$ cat config.mk
export PLATFORM = sky130hd
export DESIGN_NAME = frame_playout_ctrl
export DESIGN_NICKNAME = d
export VERILOG_FILES = /design/src/rtl/frame_playout_ctrl.sv
export SDC_FILE = /design/constraint.sdc
export NUM_CORES = 1
export LEC_CHECK = 0
export ABC_AREA = 1
export CAP_MARGIN = 20
export CORE_AREA = 2 2 178 180
export DETAILED_ROUTE_END_ITERATION = 10
export DIE_AREA = 0 0 180 182
export PLACE_DENSITY = 0.63
export SLEW_MARGIN = 0
export SYNTH_ARGS = -nofsm -noshare
export SYNTH_HDL_FRONTEND = slang
export SYNTH_SLANG_ARGS = --single-unit
$ cat constraint.sdc
create_clock -name clk -period 3.3 [get_ports clk]
set_input_delay 0.66 -clock clk [delete_from_list [all_inputs] [get_ports clk]]
set_output_delay 0.66 -clock clk [all_outputs]
set_load 0.005 [all_outputs]
$ cat src/rtl/frame_playout_ctrl.sv
`default_nettype none
// ============================================================================
// Module      : frame_playout_ctrl
// Description : Drains the 192-bit datapath FIFO once it reaches a start
//               level. Each word released on the paced read strobe is
//               presented as NUM_CH parallel channel samples with a one-cycle
//               valid pulse. Missed frames (underrun) are detected, counted,
//               and the FIFO is re-primed before playout resumes.
//               Optional feature macro: PLAYOUT_ZERO_ON_UNDERRUN_EN
//               (emit a zeroed sample on each underrun).
// Revision    : 1.0 - initial release
// ============================================================================
module frame_playout_ctrl #(
  parameter int DATA_WIDTH    = 192,
  parameter int NUM_CH        = 8,
  parameter int CH_WIDTH      = 24,
  parameter int DEPTH_SIZE    = 10,
  parameter int START_LEVEL   = 512,
  parameter int FRAME_PERIOD  = 30,
  parameter int ERR_CNT_WIDTH = 16
) (
  input  logic                     clk,
  input  logic                     rstn,
  input  logic                     enable,
  input  logic                     clr_status,
  input  logic [DEPTH_SIZE-1:0]    fifo_data_count,
  input  logic                     fifo_rd_en_100ns,
  input  logic [DATA_WIDTH-1:0]    fifo_data_out,
  output logic                     fifo_rd,
  output logic [DATA_WIDTH-1:0]    ch_data,
  output logic                     ch_valid,
  output logic [1:0]               state,
  output logic [ERR_CNT_WIDTH-1:0] underrun_cnt,
  output logic                     underrun_flag,
  output logic [31:0]              frame_cnt
);

  localparam int                    WD_WIDTH  = $clog2(FRAME_PERIOD + 1);
  localparam logic [WD_WIDTH-1:0]   WD_LIMIT  = WD_WIDTH'(FRAME_PERIOD);
  localparam logic [DEPTH_SIZE-1:0] START_LVL = DEPTH_SIZE'(START_LEVEL);

  typedef enum logic [1:0] {
    IDLE  = 2'd0,
    PRIME = 2'd1,
    RUN   = 2'd2,
    STALL = 2'd3
  } state_t;

  state_t              cur_state;
  state_t              nxt_state;
  logic [WD_WIDTH-1:0] wd_cnt;
  logic                pending;
  logic                level_ok;
  logic                underrun;

  // The channel slicing only makes sense when the word is an exact multiple
  generate
    if (NUM_CH * CH_WIDTH != DATA_WIDTH) begin : g_bad_width
      $error("frame_playout_ctrl: NUM_CH*CH_WIDTH must equal DATA_WIDTH");
    end
  endgenerate

  assign level_ok = (fifo_data_count >= START_LVL);
  // A strobe arriving on the limit cycle still counts as a delivered frame
  assign underrun = (cur_state == RUN) && enable && !fifo_rd_en_100ns &&
                    (wd_cnt == WD_LIMIT);
  assign state    = cur_state;

  // State register
  always_ff @(posedge clk or negedge rstn) begin
    if (!rstn) cur_state <= IDLE;
    else       cur_state <= nxt_state;
  end

  // Next-state logic; enable=0 always has priority
  always_comb begin
    nxt_state = cur_state;
    case (cur_state)
      IDLE:    if (enable) nxt_state = PRIME;
      PRIME:   if (!enable) nxt_state = IDLE;
               else if (level_ok) nxt_state = RUN;
      RUN:     if (!enable) nxt_state = IDLE;
               else if (underrun) nxt_state = STALL;
      STALL:   if (!enable) nxt_state = IDLE;
               else if (level_ok) nxt_state = RUN;
      default: nxt_state = IDLE;
    endcase
  end

  // Read request tracks the state register exactly, so it is driven from next-state
  always_ff @(posedge clk or negedge rstn) begin
    if (!rstn) fifo_rd <= 1'b0;
    else       fifo_rd <= (nxt_state == RUN);
  end

  // Watchdog: counts strobe-free cycles while staying in RUN
  always_ff @(posedge clk or negedge rstn) begin
    if (!rstn)
      wd_cnt <= '0;
    else if ((cur_state != RUN) || (nxt_state != RUN) || fifo_rd_en_100ns)
      wd_cnt <= '0;
    else
      wd_cnt <= wd_cnt + 1'b1;
  end

  // Capture: FIFO output is valid the cycle after its strobe, in any state
  always_ff @(posedge clk or negedge rstn) begin
    if (!rstn) begin
      pending   <= 1'b0;
      ch_data   <= '0;
      ch_valid  <= 1'b0;
      frame_cnt <= '0;
    end else begin
      pending  <= fifo_rd_en_100ns;
      ch_valid <= 1'b0;
      if (pending) begin
        ch_data   <= fifo_data_out;
        ch_valid  <= 1'b1;
        frame_cnt <= frame_cnt + 32'd1;
      end
`ifdef PLAYOUT_ZERO_ON_UNDERRUN_EN
      else if (underrun) begin
        ch_data  <= '0;
        ch_valid <= 1'b1;
      end
`endif
    end
  end

  // Underrun status: an event in the same cycle as a clear wins
  always_ff @(posedge clk or negedge rstn) begin
    if (!rstn) begin
      underrun_cnt  <= '0;
      underrun_flag <= 1'b0;
    end else if (underrun) begin
      underrun_flag <= 1'b1;
      if (clr_status)
        underrun_cnt <= ERR_CNT_WIDTH'(1);
      else if (!(&underrun_cnt))
        underrun_cnt <= underrun_cnt + 1'b1;
    end else if (clr_status) begin
      underrun_cnt  <= '0;
      underrun_flag <= 1'b0;
    end
  end

endmodule
`default_nettype wire

==> results by group <==
Run
  • Max-Cap Viols: 0

Timing
  • Sum Neg Setup Slack: 0 ns
  • Clk_skew: 0.0130 ns
  • Slew HR: 0.473
  • # setup viols final: 0
  • RSZ-0062 raised after global routing: no
  • Max Slew Vio Count: 0
  • Ratio of final minimum period to clock period: 0.685
  • Final Hold Viols: 0
  • Worst-margin pin slew: 0.791 ns
  • Fin worst setup slack: 1.04 ns
  • Final min period: 2.26 ns
  • Fmax achieved: 443 MHz

CTS
  • Clock transition at path regs: around 0.060 ns
  • TritonCTS Buffers: 29
  • CTS tree: done
  • Post-cts resize count: 0
  • H-tree levels: 1
  • Clock root cell: clkbuf_16
  • Clock tree buffer depth: 3
  • Clock Latency Late Sink: 0.55 ns
  • CTS sink count: 251
  • Post-CTS Setup Bufs: 0
  • Hold buffers post-CTS: 0

Routing
  • # DRC: 0
  • WL per Instance: 15.2 um
  • Iteration-0 DRC Markers: 368
  • Detailed Routing Iterations Pass 1: 5
  • Antenna viol nets, final: 0
  • Routed vias: slightly above 9,000
  • Via/cell ratio: 4.43
  • Routed WL: around 31 mm

Logic synthesis
  • Mapped Area: 10,400 sq um
  • Syn nets: 1,424
  • Largest family of logic cells by synthesized area: simple AND/OR/NAND/NOR gates
  • Seq/Total Area, Yosys: 0.601
  • Post-synthesis mux area share: 0
  • Post-Synthesis Cells: 1,213
  • Synthesis-stage register bit count: about 250
  • Compound-cell area share of the yosys netlist: 0.0127
  • Number of flops mapped to enable cells by yosys: 0
  • Simple-Gate Fraction of Synth Area: 0.322
  • YS warnings: 0
  • Main synth FF type: dfrtp_1
  • Post-synthesis async set-or-reset flop share: 1.00
  • Post-synthesis xor/xnor area fraction: 0.0260
  • Avg Cell Area, Syn: 8.61 sq um
  • Unique cell type count in the Yosys netlist: 37
  • Synth Area in Adders: 0.00479

Cells and area
  • Number of fill cells in the layout: 2,810
  • Layout cells sized above 1: 0.0645
  • Final Non-Filler Cells: 2,078
  • Area Growth Syn to Fin: 56.3%
  • Leading cell type in the layout, fill and taps excluded: nand2_1
  • Most frequent cells in the layout: nand2_1 (700), clkdlybuf4s50_1 (441), dfrtp_1 (250)
  • Fin nets: 1,865
  • Core Util, Final: 0.527
  • Cell area after layout: 16,300 sq um

Critical path
  • Worst EP arrival: 1.60 ns
  • R2R cell count: 4
  • R2R Path End: ch_data[56]
  • Crit end category: output pin
  • Cell at the slowest stage of the critical path: clkdlybuf4s50_1
  • Critical path origin: frame_cnt[3]
  • RR Startpoint: pending
  • CP Buf/Inv Count: 1
  • Critical Path Start Type: flop
  • Critical path class: reg -> out
  • CP Cell Sequence: clkdlybuf4s50_1
  • Worst Path Required: 2.64 ns
  • CP peak stage delay: 0.60 ns
  • Register-to-register setup slack: 1.35 ns
  • Largest delay contributor family on the critical path: buffers and inverters
  • Critical path peak fanout: 5

Power
  • Power density over the cells: 496 nW/um^2
  • Max IR drop VDD: ~450 uV
  • Lkg Pwr: 0.00776 uW

Die
  • Initial core utilization: 0.337
  • Die area: 32,800 sq um
  • Die Width: approximately 180 um
  • Die height: 182 um
  • Placeable Area: between 30,000 and 40,000 sq um
  • Io pins: 452
  • Num rows: 65

Placement
  • # placed instances: 2,025
  • Post-place setup slack: 1.04 ns
  • Hpwl dp: 22.7 mm
  • Routability Congestion: between 0.8 and 0.9
  • DP Area: roughly 15,000 sq um
  • PortBufs: 442

Run status
  • Status: completed

Min path
  • Hold WC Path Type: in -> async

Global routing
  • Tot GR Track Use: 0.191
  • Congestion Overflow GR: 0
  • Antenna violations before repair: 1
  • First-pass GRT wire length: 50.9 mm
  • Pin count of the biggest net entering global routing: 94
  • Vias in the first global route: 9,405
-- through the flow --
stage	total power (uW)	hold WS, ns
after global routing	8500	0.123
after global placement	4880	0.453
after detailed placement	4890	0.457
after floorplan	3920	0.355
after CTS	8230	0.103
final	8100	0.101
-- cells by family after synthesis --
group,after synthesis
AO/OA/AOI/OAI,20
XOR/XNOR,31
adder cells (fa/ha/maj),4
buffers and inverters,84
flip-flops,251
AND/OR/NAND/NOR,823
-- per-layer routing --
metal  wire [um]  vias up  GRT usage
met2       15400      320      0.336
met4         708        0     0.0478
met5           0        -          0
li1            -     4574          -
met3        2690       48     0.0612
met1       12700     4272      0.226
-- registers in the layout, summed over array words and instances (netlist names) --
signal	count
ch_data	192
fifo_rd	1
state	2
underrun_flag	1
pending	1
frame_cnt	32
wd_cnt	5
ch_valid	1
underrun_cnt	16
-- worst reg2reg max path: cells and delay by family, from the launching register on --
family,cells,cell delay (ns)
buffers and inverters,2,1.00
DFF,1,0.68
and+or+nand+nor,2,0.20
-- area by class of cell --
type | count | area (sq um) | area share
tap | 402 | 503 | 0.0308
clock buffer | 43 | 868 | 0.0532
antenna | 1 | 2.50 | 0.000153
clock inverter | 9 | 119 | 0.00728
timing repair buffer | 455 | 4580 | 0.280
inverter | 39 | 151 | 0.00928
sequential | 251 | 6280 | 0.385
multi-input combinational | 878 | 3810 | 0.234
-- synthesized netlist by cell type (7+ instances only) --
cell type	count	area, sq um
xnor2_1	14	123
inv_1	34	128
nand2_1	700	2630
buf_1	10	37.5
clkbuf_1	15	56.3
nor2_1	45	169
nand2_2	13	81.3
buf_2	18	90.1
dfrtp_1	251	6280
o21ai_0	7	35.0
nand3_1	22	110
nor2_4	10	113
nand4_1	9	56.3
xor2_1	17	149
-- how the worst max path moves through the flow --
stage	slack [ns]	to	cells after the start
after floorplan	1.75	underrun_cnt[15]	10
after detailed placement	1.04	underrun_cnt[11]	9
after global placement	1.06	underrun_cnt[11]	9
after CTS	0.99	frame_cnt[3]	1
final	1.04	frame_cnt[3]	1
after global routing	0.97	frame_cnt[3]	1
-- power breakdown --
part           switching, uW  total [uW]  internal, uW  leakage [uW]
logic                    536        1310           773       0.00414
registers                174        3510          3330       0.00314
clock network           1310        3280          1980      0.000488
No activity file was read; power rests on OpenSTA's default activity.
